<file path="src/rtl/pipe_ctrl_pkg.sv">
// pipe_ctrl_pkg: shared sequencer states, forwarding bundle and default widths.
// Imported by pipe_ctrl and pipe_hazard_cmp.
package pipe_ctrl_pkg;

  localparam int unsigned REG_AW_DEF      = 5;
  localparam int unsigned MDU_MAX_CYC_DEF = 64;
  localparam int unsigned PERF_W_DEF      = 32;

  typedef enum logic [1:0] {
    ST_RUN      = 2'd0,
    ST_LDUSE    = 2'd1,
    ST_MDU_BUSY = 2'd2
  } state_e;

  typedef struct packed {
    logic ex_rs1;
    logic ex_rs2;
    logic ls_rs1;
    logic ls_rs2;
  } fwd_t;

endpackage

</file>
<file path="src/rtl/pipe_hazard_cmp.sv">
// pipe_hazard_cmp: rs-vs-rd match for one source operand against EX and LS.
// In: rs_ren_i/rs_addr_i, ex_wen_i/ex_rd_i, ls_wen_i/ls_rd_i. Out: ex_hit_o, ls_hit_o.
module pipe_hazard_cmp
  import pipe_ctrl_pkg::*;
#(
  parameter int unsigned REG_AW = REG_AW_DEF
) (
  input  logic              rs_ren_i,
  input  logic [REG_AW-1:0] rs_addr_i,
  input  logic              ex_wen_i,
  input  logic [REG_AW-1:0] ex_rd_i,
  input  logic              ls_wen_i,
  input  logic [REG_AW-1:0] ls_rd_i,
  output logic              ex_hit_o,
  output logic              ls_hit_o
);

  logic ex_m;
  logic ls_m;

  // x0 is hardwired; a non-zero rd is required so x0 never matches
  assign ex_m = rs_ren_i & ex_wen_i & (ex_rd_i != '0)
              & (rs_addr_i == ex_rd_i);
  assign ls_m = rs_ren_i & ls_wen_i & (ls_rd_i != '0)
              & (rs_addr_i == ls_rd_i);

  // the younger producer in EX wins over LS
  assign ex_hit_o = ex_m;
  assign ls_hit_o = ls_m & ~ex_m;

endmodule

</file>
<file path="src/rtl/pipe_ctrl.sv">
// pipe_ctrl: execute-stage sequencer -- registered forwarding selects, load-use
// stall, MDU start/done sequencing with watchdog, redirect flush.
// In: clock, reset (sync, high), ID operand info, EX/LS rd info, i_redirect,
// i_mdu_done. Out: o_fwd_*, o_stall_if/id/ex, o_flush_id/ex, o_mdu_start,
// o_mdu_err. Macro PIPE_CTRL_PERF_EN adds o_cnt_lduse/o_cnt_mdu/o_cnt_flush.
module pipe_ctrl
  import pipe_ctrl_pkg::*;
#(
  parameter int unsigned REG_AW      = REG_AW_DEF,
  parameter int unsigned MDU_MAX_CYC = MDU_MAX_CYC_DEF,
  parameter int unsigned PERF_W      = PERF_W_DEF
) (
  input  logic              clock,
  input  logic              reset,
  input  logic              i_id_valid,
  input  logic              i_id_rs1_ren,
  input  logic              i_id_rs2_ren,
  input  logic [REG_AW-1:0] i_id_rs1_addr,
  input  logic [REG_AW-1:0] i_id_rs2_addr,
  input  logic              i_id_is_mdu,
  input  logic              i_ex_rd_wen,
  input  logic [REG_AW-1:0] i_ex_rd_addr,
  input  logic              i_ex_mem_read,
  input  logic              i_ls_rd_wen,
  input  logic [REG_AW-1:0] i_ls_rd_addr,
  input  logic              i_redirect,
  input  logic              i_mdu_done,
  output logic              o_fwd_ex_rs1,
  output logic              o_fwd_ex_rs2,
  output logic              o_fwd_ls_rs1,
  output logic              o_fwd_ls_rs2,
  output logic              o_stall_if,
  output logic              o_stall_id,
  output logic              o_stall_ex,
  output logic              o_flush_id,
  output logic              o_flush_ex,
  output logic              o_mdu_start,
`ifdef PIPE_CTRL_PERF_EN
  output logic [PERF_W-1:0] o_cnt_lduse,
  output logic [PERF_W-1:0] o_cnt_mdu,
  output logic [PERF_W-1:0] o_cnt_flush,
`endif
  output logic              o_mdu_err
);

  localparam int unsigned CNT_W = $clog2(MDU_MAX_CYC);
  localparam logic [CNT_W-1:0] CNT_LAST = CNT_W'(MDU_MAX_CYC - 1);

  if (MDU_MAX_CYC < 2 || PERF_W < 1) begin : g_bad_cfg
    $error("pipe_ctrl: need MDU_MAX_CYC >= 2 and PERF_W >= 1");
  end

  state_e           state_q, state_d;
  logic [CNT_W-1:0] cnt_q, cnt_d;
  logic             err_q, err_d;
  fwd_t             fwd_q, fwd_d;

  logic ex_hit1, ls_hit1;
  logic ex_hit2, ls_hit2;
  logic ld_use;

  logic stall_if, stall_id, stall_ex;
  logic flush_id, flush_ex;
  logic mdu_start;

  pipe_hazard_cmp #(.REG_AW(REG_AW)) u_cmp_rs1 (
    .rs_ren_i  (i_id_rs1_ren),
    .rs_addr_i (i_id_rs1_addr),
    .ex_wen_i  (i_ex_rd_wen),
    .ex_rd_i   (i_ex_rd_addr),
    .ls_wen_i  (i_ls_rd_wen),
    .ls_rd_i   (i_ls_rd_addr),
    .ex_hit_o  (ex_hit1),
    .ls_hit_o  (ls_hit1)
  );

  pipe_hazard_cmp #(.REG_AW(REG_AW)) u_cmp_rs2 (
    .rs_ren_i  (i_id_rs2_ren),
    .rs_addr_i (i_id_rs2_addr),
    .ex_wen_i  (i_ex_rd_wen),
    .ex_rd_i   (i_ex_rd_addr),
    .ls_wen_i  (i_ls_rd_wen),
    .ls_rd_i   (i_ls_rd_addr),
    .ex_hit_o  (ex_hit2),
    .ls_hit_o  (ls_hit2)
  );

  assign ld_use = i_id_valid & i_ex_mem_read
                & (ex_hit1 | ex_hit2);

  assign fwd_d = '{
    ex_rs1: ex_hit1,
    ex_rs2: ex_hit2,
    ls_rs1: ls_hit1,
    ls_rs2: ls_hit2
  };

  always_comb begin
    state_d   = state_q;
    cnt_d     = cnt_q;
    err_d     = err_q;
    stall_if  = 1'b0;
    stall_id  = 1'b0;
    stall_ex  = 1'b0;
    flush_id  = 1'b0;
    flush_ex  = 1'b0;
    mdu_start = 1'b0;
    unique case (state_q)
      ST_RUN, ST_LDUSE: begin
        cnt_d = '0;
        if (i_redirect) begin
          flush_id = 1'b1;
          flush_ex = 1'b1;
          state_d  = ST_RUN;
        end else if (state_q == ST_RUN && ld_use) begin
          stall_if = 1'b1;
          stall_id = 1'b1;
          flush_ex = 1'b1;
          state_d  = ST_LDUSE;
        end else if (state_q == ST_RUN
                     && i_id_valid && i_id_is_mdu) begin
          state_d = ST_MDU_BUSY;
        end else begin
          state_d = ST_RUN;
        end
      end
      ST_MDU_BUSY: begin
        // counter is cleared on entry, so zero marks the launch cycle
        mdu_start = (cnt_q == '0);
        if (i_mdu_done) begin
          state_d = ST_RUN;
          cnt_d   = '0;
        end else begin
          stall_if = 1'b1;
          stall_id = 1'b1;
          stall_ex = 1'b1;
          if (cnt_q == CNT_LAST) begin
            err_d   = 1'b1;
            state_d = ST_RUN;
            cnt_d   = '0;
          end else begin
            cnt_d = cnt_q + 1'b1;
          end
        end
      end
      default: begin
        state_d = ST_RUN;
        cnt_d   = '0;
      end
    endcase
  end

  always_ff @(posedge clock) begin
    if (reset) begin
      state_q <= ST_RUN;
      cnt_q   <= '0;
      err_q   <= 1'b0;
    end else begin
      state_q <= state_d;
      cnt_q   <= cnt_d;
      err_q   <= err_d;
    end
  end

  // selects travel with the instruction entering EX
  always_ff @(posedge clock) begin
    if (reset) begin
      fwd_q <= '0;
    end else if (flush_ex) begin
      fwd_q <= '0;
    end else if (!stall_ex && !stall_id) begin
      fwd_q <= fwd_d;
    end
  end

  // the MDU owns EX while busy; a redirect then is illegal and ignored
  a_no_redirect_busy : assert property (
    @(posedge clock) disable iff (reset)
    (state_q == ST_MDU_BUSY) |-> !i_redirect
  );

  assign o_fwd_ex_rs1 = fwd_q.ex_rs1;
  assign o_fwd_ex_rs2 = fwd_q.ex_rs2;
  assign o_fwd_ls_rs1 = fwd_q.ls_rs1;
  assign o_fwd_ls_rs2 = fwd_q.ls_rs2;
  assign o_stall_if   = stall_if;
  assign o_stall_id   = stall_id;
  assign o_stall_ex   = stall_ex;
  assign o_flush_id   = flush_id;
  assign o_flush_ex   = flush_ex;
  assign o_mdu_start  = mdu_start;
  assign o_mdu_err    = err_q;

`ifdef PIPE_CTRL_PERF_EN
  logic [PERF_W-1:0] cnt_lduse_q, cnt_mdu_q, cnt_flush_q;
  logic              inc_lduse, inc_mdu, inc_flush;

  // LDUSE is only entered from RUN, so state_d marks each entry
  assign inc_lduse = (state_d == ST_LDUSE);
  assign inc_mdu   = (state_q == ST_MDU_BUSY);
  assign inc_flush = flush_id;

  always_ff @(posedge clock) begin
    if (reset) begin
      cnt_lduse_q <= '0;
      cnt_mdu_q   <= '0;
      cnt_flush_q <= '0;
    end else begin
      if (inc_lduse && !(&cnt_lduse_q))
        cnt_lduse_q <= cnt_lduse_q + 1'b1;
      if (inc_mdu && !(&cnt_mdu_q))
        cnt_mdu_q <= cnt_mdu_q + 1'b1;
      if (inc_flush && !(&cnt_flush_q))
        cnt_flush_q <= cnt_flush_q + 1'b1;
    end
  end

  assign o_cnt_lduse = cnt_lduse_q;
  assign o_cnt_mdu   = cnt_mdu_q;
  assign o_cnt_flush = cnt_flush_q;
`endif

endmodule

</file>
<file path="config.mk">
export PLATFORM = sky130hd
export DESIGN_NAME = pipe_ctrl
export DESIGN_NICKNAME = d
export VERILOG_FILES = /design/src/rtl/pipe_ctrl_pkg.sv /design/src/rtl/pipe_hazard_cmp.sv /design/src/rtl/pipe_ctrl.sv
export SDC_FILE = /design/constraint.sdc
export NUM_CORES = 1
export LEC_CHECK = 0
export CAP_MARGIN = 20
export CORE_MARGIN = 5
export CORE_UTILIZATION = 43
export CTS_CLUSTER_DIAMETER = 40
export DETAILED_ROUTE_END_ITERATION = 6
export PLACE_DENSITY = 0.89
export SETUP_SLACK_MARGIN = 0.4
export SYNTH_ARGS = -nofsm -noshare
export SYNTH_HDL_FRONTEND = slang
export SYNTH_SLANG_ARGS = --single-unit
export TNS_END_PERCENT = 100
</file>
<file path="constraint.sdc">
create_clock -name clock -period 3.3 [get_ports clock]
set_input_delay 0.33 -clock clock [delete_from_list [all_inputs] [get_ports clock]]
set_output_delay 0.33 -clock clock [all_outputs]
set_load 0.02 [all_outputs]
</file>
# After elaboration in Yosys (flattened, before gate mapping)

Index checks and enable logic that the tools add are counted.

Register bits: 13
Input port bits: 31
Output and inout bits: 11

$add $sub $neg: 1
Equal/unequal tests: 8
Mux-type cells: 16
Bitwise operators: 21
Reduce and logical (&&, ||, !) cells: 14

Operator list:

| cell                | count |
|---|---|
| $eq 5x5->1          | 4 |
| $and 1x1->1         | 16 |
| $mux 2              | 5 |
| $reduce_bool 5->1   | 2 |
| $mux 1              | 9 |
| $add 6x1->6 const B | 1 |
| $eq 6x6->1 const B  | 1 |
| $logic_not 6->1     | 1 |
| $logic_and 1x1->1   | 4 |
| $not 1->1           | 4 |
| $pmux 2 s2          | 1 |
| $reduce_or 2->1     | 2 |
| $reduce_or 4->1     | 1 |
| $ne 3x3->1 const B  | 1 |
| $reduce_and 3->1    | 1 |
| $eq 2x1->1 const B  | 1 |
| $eq 2x2->1 const B  | 1 |
| $logic_not 1->1     | 2 |
| $logic_not 2->1     | 1 |
| $pmux 1 s2          | 1 |
| $or 1x1->1          | 1 |

# Depth between registers and ports, before layout

Gate-level depths: netlist of run 1.

Word-level depth: 11
Depth in mapped cells: 6
Gate-level depth less buffers: 6

# Hierarchy

From an unflattened synthesis of run 1, not the netlist that was laid out.

Cells, all modules: 107
Area total of the unflattened synthesis: 954.7 µm²

Modules (own cells, without submodules):

| module          | instances | cells an instance | area each (µm²) |
|---|---|---|---|
| pipe_ctrl       | 1         | 69                | 639.4 |
| pipe_hazard_cmp | 2         | 19                | 157.7 |

# Least setup slack after synthesis of run 1

OpenSTA, ideal clock, no wires.

Path kind: input port to output port
From: input port i_ex_rd_addr[4]
To: output port o_stall_if
Arrival time: 1.836 ns
Required time: 2.970 ns
Path slack: 1.134 ns
Stages on the path: 5
Buffers on the path: 1
Cell sequence: xor2_1 -> nor4_1 -> a32oi_2 -> o32ai_2 -> buf_4

Cells in the longest elaborated chain, start to end: 9
Elaborated cells between the ends (all ways): 13

Ends and longest elaborated chain:

| item                     | line                  | RTL |
|---|---|---|
| start: declaration       | pipe_ctrl.sv:22       | `input logic [REG_AW-1:0] i_ex_rd_addr,` |
| $reduce_bool 5->1        | pipe_hazard_cmp.sv:22 | `assign ex_m = rs_ren_i & ex_wen_i & (ex_rd_i != '0)` |
| $and 1x1->1              | pipe_hazard_cmp.sv:22 |  |
| $and 1x1->1              | pipe_hazard_cmp.sv:23 | `& (rs_addr_i == ex_rd_i);` |
| $or 1x1->1 (*)           | pipe_ctrl.sv:89       | `& (ex_hit1 \| ex_hit2);` |
| $and 1x1->1 (*)          | pipe_ctrl.sv:89       |  |
| $logic_and 1x1->1 (*)    | pipe_ctrl.sv:115      | `end else if (state_q == ST_RUN && ld_use) begin` |
| $mux 1 (*) (2 in series) | --                    |  |
| $pmux 1 s2 (*)           | --                    |  |
| end: declaration         | pipe_ctrl.sv:32       | `output logic o_stall_if,` |

Mark *: on every way between the ends. The rest lies on a longest branch, timed or not.

# Worst setup path after layout of run 1

From: input port i_ex_rd_addr[4]
To: output port o_stall_if

Cells in the longest elaborated chain, start to end: 9
Elaborated cells between the ends (all ways): 13

Ends and longest elaborated chain:

| item                  | line                  | RTL |
|---|---|---|
| $reduce_bool 5->1     | pipe_hazard_cmp.sv:22 |  |
| $and 1x1->1           | pipe_hazard_cmp.sv:22 |  |
| $and 1x1->1           | pipe_hazard_cmp.sv:23 |  |
| $or 1x1->1 (*)        | pipe_ctrl.sv:89       |  |
| $and 1x1->1 (*)       | pipe_ctrl.sv:89       |  |
| $logic_and 1x1->1 (*) | pipe_ctrl.sv:115      |  |
| $mux 1 (*)            | pipe_ctrl.sv:115      |  |
| $mux 1 (*)            | pipe_ctrl.sv:111      | `if (i_redirect) begin` |
| $pmux 1 s2 (*)        | pipe_ctrl.sv:108      | `unique case (state_q)` |

Marks and branches as above.

==> summary.txt, run 1 <==
Outcome - complete, no violations
Via Count - 933
Final Hold Vio Count - 0
Insertion delay to the later sink of the worst-skew pair - 270 ps
R2R Path Start - state_q[1]
DRT Wirelength - 2.49 mm
Drt drc - 0
Pre-Repair DR Iteration Count - 4
Max-slew violations - 0
# setup viols final - 0
Clk root buf - clkbuf_4
CTS tree - yes
IO Port Bufs - 41
Max Cap Viol - 0
Worst-case reg-to-reg path depth - 5
Mapped Nets - 142
Cell accounting for the most synthesized area - dfxtp_1
Fillers - 149
Setup crit end kind - primary output
Most common cell after layout, fill and taps aside - clkdlybuf4s50_1
Row count - 16
Placer Congestion - 0.858
Power Density - 257 mW/mm^2
Hold Crit Endpoint - o_fwd_ls_rs1
Design Area, Final - 0.00138 mm^2
Register area - 260 um^2
Hold Path Origin - o_fwd_ls_rs1
Max_slew headroom - 0.780
CORE AREA - 0.00198 mm^2
Io pins - 42
Synth top area share - 0.290
Reg-to-reg slack, setup - 1530 ps
Grt total ovfl - 0
Unrepaired setup endpoints after global routing - false
Placed instance area - 0.00133 mm^2
Synth Register Bits - 13
Mapped Cells - 109
Die width - 55.7 um
Total number of yosys warnings - 0
Hold depth - 2
# diodes - 0
Area growth syn-to-layout - 53.9%
Crit Path Max Fanout - 6
Area occupied by multi-input gates - 644 um^2
Total global-route track usage - 0.158
Postcts setup bufs - 0
Worst R2R End - o_fwd_ls_rs2
Crit path arrival time - 2440 ps
Pwr Total - 0.355 mW
Initial antenna violation count - 0
Chip height - 55.7 um
Slew @ Worst Pin - 330 ps
Final period util - 0.839
Fmax - 361 MHz
CP Class - primary input to primary output
Mapped Avg Cell Area - 8.24 um^2
Routed len/inst - 13.9 um
Critical Path RT - 2970 ps
Vias per cell - 5.21
Die area - 0.00310 mm^2
H-tree Lvls - 1
Synth area leaders - dfxtp_1, xor2_1, xnor2_1
Setup Skew - 0.113 ps
Mapped cell area - 898 um^2
Vias in the first global route - 931
P_leak - 0.462 nW
CP startpoint kind - primary input
Hold-fix buffers, CTS - 0
Max clock buf depth - 2
Sequential share of the synthesized area - 0.290
Starting DRC count in detailed routing - 7
Antenna Nets Post-Route - 0
Clock sinks - 13
Initial Utilization - 0.453
Tmin final - 2770 ps
Most frequent cells in the layout - clkdlybuf4s50_1, nor2_1, xor2_1
Share of layout cells above drive strength 1 - 0.0724
Final setup TNS - 0 ps
Register clock-pin slew on the reported worst setup and hold paths - 70 ps
First-pass GRT wire length - 4.03 mm
Dpl hpwl - 2.08 mm
Largest net degree at the start of global routing - 8
Layout Nets - 186
Min-Delay Path Class - register to register
Num CTS Buffers - 3
Max VDD drop - 0.280 mV
Distinct cells, synth - 30
==> worst max-delay path, cell delays in order <==
cell and delay (ps):
clkdlybuf4s50_1 530, xor2_1 230, nor4_2 350, a32oi_2 230
o32ai_4 380, dlygate4sd2_1 380
==> synth_stat cells <==
| cell type | number |
|---|---|
| nor2_1 | 16 |
| xor2_1 | 14 |
| dfxtp_1 | 13 |
| xnor2_1 | 10 |
| nand2_1 | 7 |
| a21oi_1 | 5 |
| o21ai_0 | 5 |
| nand3_1 | 4 |
| nor3_1 | 4 |
| nor4_1 | 4 |
| inv_1 | 3 |
| or4_1 | 3 |
| ha_1 | 2 |
| nor2b_1 | 2 |
| or3_1 | 2 |
| a32oi_2 | 1 |
| and2_1 | 1 |
| buf_4 | 1 |
| clkbuf_1 | 1 |
| nand2b_1 | 1 |
| nand3b_1 | 1 |
| nand4_1 | 1 |
| nand4b_1 | 1 |
| nand4bb_1 | 1 |
| nor4b_1 | 1 |
| o21ai_4 | 1 |
| o21bai_1 | 1 |
| o32ai_2 | 1 |
| or3b_2 | 1 |
| or4_4 | 1 |
==> power breakdown <==
part / switching, mW / internal [mW] / total [mW]
registers: 0.00102 / 0.158 / 0.159
clock network: 0.0464 / 0.0468 / 0.0932
logic: 0.0464 / 0.0569 / 0.103
==> cells by family (layout without fill, tap and decap cells) <==
logic type,after synthesis,in the layout,share of synthesized area
simple gates,51,51,0.305
xor+xnor,24,24,0.234
compound gates,14,14,0.118
flops,13,13,0.290
buf+inv,5,48,0.0251
fa+ha+maj,2,2,0.0279
==> worst max path at each step <==
| stage | from | to | slack [ps] | cells past startpoint |
|---|---|---|---|---|
| 2_1_floorplan | i_ex_rd_addr[4] | o_stall_if | 1130 | 5 |
| 3_3_place_gp | i_ex_rd_addr[4] | o_stall_if | 210 | 6 |
| 3_5_place_dp | i_ex_rd_addr[4] | o_stall_if | 130 | 6 |
| 4_1_cts | i_ex_rd_addr[4] | o_stall_if | 490 | 6 |
| 5_1_grt | i_ex_rd_addr[4] | o_stall_if | 410 | 6 |
| 6_report | i_ex_rd_addr[4] | o_stall_if | 530 | 6 |
==> per-layer routing <==
metal  wire length (um)  vias up  GRT usage  part of all wire
met4                 31        0     0.0417             0.012
met1               1110      434      0.185              0.44
met3                119        4     0.0534             0.048
li1                   -      468          -                 -
met5                  0        -          0                 0
met2               1230       27      0.274              0.49
==> timing repair <==
action / 4_1_cts / 5_1_grt
resized for setup: 6 / 1
setup endpoints to repair: 3 / 2
pin swaps: 0 / 0
cloned: 0 / 0
==> registers in the layout (all words and copies together), names as in the netlist <==
signal,count
o_fwd_ls_rs1,1
o_fwd_ls_rs2,1
o_fwd_ex_rs1,1
cnt_q,6
o_fwd_ex_rs2,1
state_q,2
o_mdu_err,1
==> per-stage QoR <==
stage           util  hold slack (ps)  worst slack [ps]  cells
3_5_place_dp   0.672              452               126    175
3_3_place_gp   0.672              442               214    175
6_report       0.698              460               531    179
4_1_cts        0.692              462               489    179
5_1_grt        0.698              503               409    179
2_1_floorplan      -              402              1130    109
==> layout make-up <==
cell class                      instances  share of cell area
Sequential cell                        13               0.188
Timing Repair Buffer                   41               0.294
Clock buffer                            4              0.0190
Multi-Input combinational cell         91               0.466
Tap cell                               27              0.0244
Inverter                                3             0.00814
Note: power is estimated with default switching activity, not from simulation.
==> inputs of run 2 (changes only) <==
--- a/config.mk
+++ b/config.mk
@@ -7,10 +7,10 @@
 export LEC_CHECK = 0
 export CAP_MARGIN = 20
 export CORE_MARGIN = 5
-export CORE_UTILIZATION = 43
+export CORE_UTILIZATION = 36
 export CTS_CLUSTER_DIAMETER = 40
 export DETAILED_ROUTE_END_ITERATION = 6
-export PLACE_DENSITY = 0.89
+export PLACE_DENSITY = 0.8
 export SETUP_SLACK_MARGIN = 0.4
 export SYNTH_ARGS = -nofsm -noshare
 export SYNTH_HDL_FRONTEND = slang
==> constraint.sdc (replaced) <==
create_clock -name clock -period 2.4 [get_ports clock]
set_input_delay 0.24 -clock clock [delete_from_list [all_inputs] [get_ports clock]]
set_output_delay 0.24 -clock clock [all_outputs]
set_load 0.02 [all_outputs]
==> summary.txt, run 2 (synthesis results as in run 1) <==
Routed len/inst - 14.1 um
Chip height - 60.0 um
Starting DRC count in detailed routing - 51
Clk root buf - clkbuf_4
Most common cell after layout, fill and taps aside - buf_4
Io pins - 42
Initial Utilization - 0.369
CP top delay family - simple AND/OR/NAND/NOR gates
Util after Layout - 0.645
Clock share of power - 0.250
P_leak - 0.619 nW
R2R Path Start - state_q[1]
Register area - 264 um^2
Setup crit end kind - primary output
Layout Nets - 209
Vias in the first global route - 1149
Grt total ovfl - 0
Total global-route track usage - 0.174
Worst hold slack - 421 ps
Crit path arrival time - 1740 ps
CP Class - register to primary output
Largest regs - cnt_q x6, state_q x2
# setup viols final - 0
Int Power - 0.376 mW
Max clock buf depth - 2
Sw Ratio - 0.274
Slowest cell on crit path - or3_4
Area occupied by multi-input gates - 686 um^2
Placer Congestion - 0.912
Outcome - complete, no violations
Hold Crit Endpoint - state_q[1]
Crit-path cells - nand4bb_1 -> or3_4 -> o32ai_2 -> buf_4 -> buf_6
Reg power frac - 0.419
Tmin final - 1980 ps
Final period util - 0.827
Critical Path RT - 2160 ps
Min-Delay Path Class - primary input to register
Max_slew headroom - 0.795
Reg-to-reg slack, setup - 770 ps
Unrepaired setup endpoints after global routing - true
Share of layout cells above drive strength 1 - 0.291
Fillers - 231
Vias per cell - 5.09
Combinational share of power - 0.331
IO Port Bufs - 41
Die area - 0.00359 mm^2
CORE AREA - 0.00243 mm^2
Initial antenna violation count - 0
Placed Cells incl. Taps - 197
Slew @ Worst Pin - 305 ps
Top reg by flops - cnt_q
Final Hold Vio Count - 0
Fmax - 504 MHz
Dpl hpwl - 2.33 mm
Antenna Nets Post-Route - 0
DRT Wirelength - 2.88 mm
Via Count - 1043
CTS tree - yes
Register clock-pin slew on the reported worst setup and hold paths - 70 ps
CP startpoint kind - register
Pre-Repair DR Iteration Count - 4
Slowest stage delay, CP - 390 ps
Drt drc - 0
Buf+Inv Stages, Crit Path - 2
Power Density - 331 mW/mm^2
Hold depth - 3
H-tree Lvls - 1
Num CTS Buffers - 3
Most frequent cells in the layout - buf_4, clkdlybuf4s50_1, nor2_1
Max FFs per register - 6
Worst-case reg-to-reg path depth - 6
Die width - 60.0 um
Row count - 18
First-pass GRT wire length - 4.82 mm
NetSw - 0.142 mW
Hold-fix buffers, CTS - 0
Setup Skew - 4.59 ps
Area growth syn-to-layout - 74.7%
# diodes - 0
Non-Filler Instances - 205
Max-slew violations - 0
Hold Path Origin - i_id_valid
Clock sinks - 13
Largest net degree at the start of global routing - 8
Crit Path Max Fanout - 6
Insertion delay to the later sink of the worst-skew pair - 270 ps
Max VDD drop - 0.313 mV
Worst R2R End - o_fwd_ls_rs1
Max Cap Viol - 0
## run 2: layout make-up
class | count | share of cell area
clock buffer | 4 | 0.0167
inverter | 3 | 0.00718
multi-input combinational | 91 | 0.437
sequential | 13 | 0.168
tap | 30 | 0.0239
timing repair buffer | 64 | 0.347
## run 2: worst register-to-register path: cells and delay by family, from the launching register on
family,cells,cell delay (ps)
AND/OR/NAND/NOR,3,640
AO/OA/AOI/OAI,2,390
buffers and inverters,1,180
flip-flops,1,360
## run 2: how the worst max path moves through the flow
| stage | from | end | cells after the start |
|---|---|---|---|
| floorplan | i_ex_rd_addr[4] | o_stall_if | 5 |
| global placement | i_ex_rd_addr[4] | o_stall_if | 8 |
| detailed placement | i_ex_rd_addr[4] | o_stall_if | 7 |
| CTS | state_q[1] | o_stall_if | 5 |
| global route | i_id_rs2_addr[0] | o_stall_if | 7 |
| finish | state_q[1] | o_stall_if | 5 |
## run 2: repair_timing
| action | in CTS | in global routing |
|---|---|---|
| setup endpoints to repair | 8 | 5 |
| pin swaps | 8 | 4 |
| resized for setup | 54 | 12 |
| buffers inserted | 4 | 0 |
## run 2: metrics by stage
stage	TNS (ps)	worst slack, ps	instance area [um^2]	power, mW
after global routing	0	347	1570	0.548
after floorplan	0	414	898	0.277
after detailed placement	-1400	-447	1480	0.384
final	0	415	1570	0.519
after CTS	0	379	1570	0.524
after global placement	-1350	-422	1480	0.381
## run 2: power by group through the flow
stage | combinational [mW] | sequential, mW | clock, mW
2_1_floorplan | 0.0539 | 0.223 | 0
3_3_place_gp | 0.158 | 0.223 | 0
3_5_place_dp | 0.161 | 0.223 | 0
4_1_cts | 0.171 | 0.217 | 0.136
5_1_grt | 0.185 | 0.217 | 0.145
6_report | 0.172 | 0.217 | 0.130
## run 2: layer usage
layer | track usage | wire length, um | part of all wire
met1 | 0.191 | 1110 | 0.38
met2 | 0.332 | 1480 | 0.51
met3 | 0.0475 | 290 | 0.10
met4 | 0.0253 | 8 | 0.0028
met5 | 0 | 0 | 0
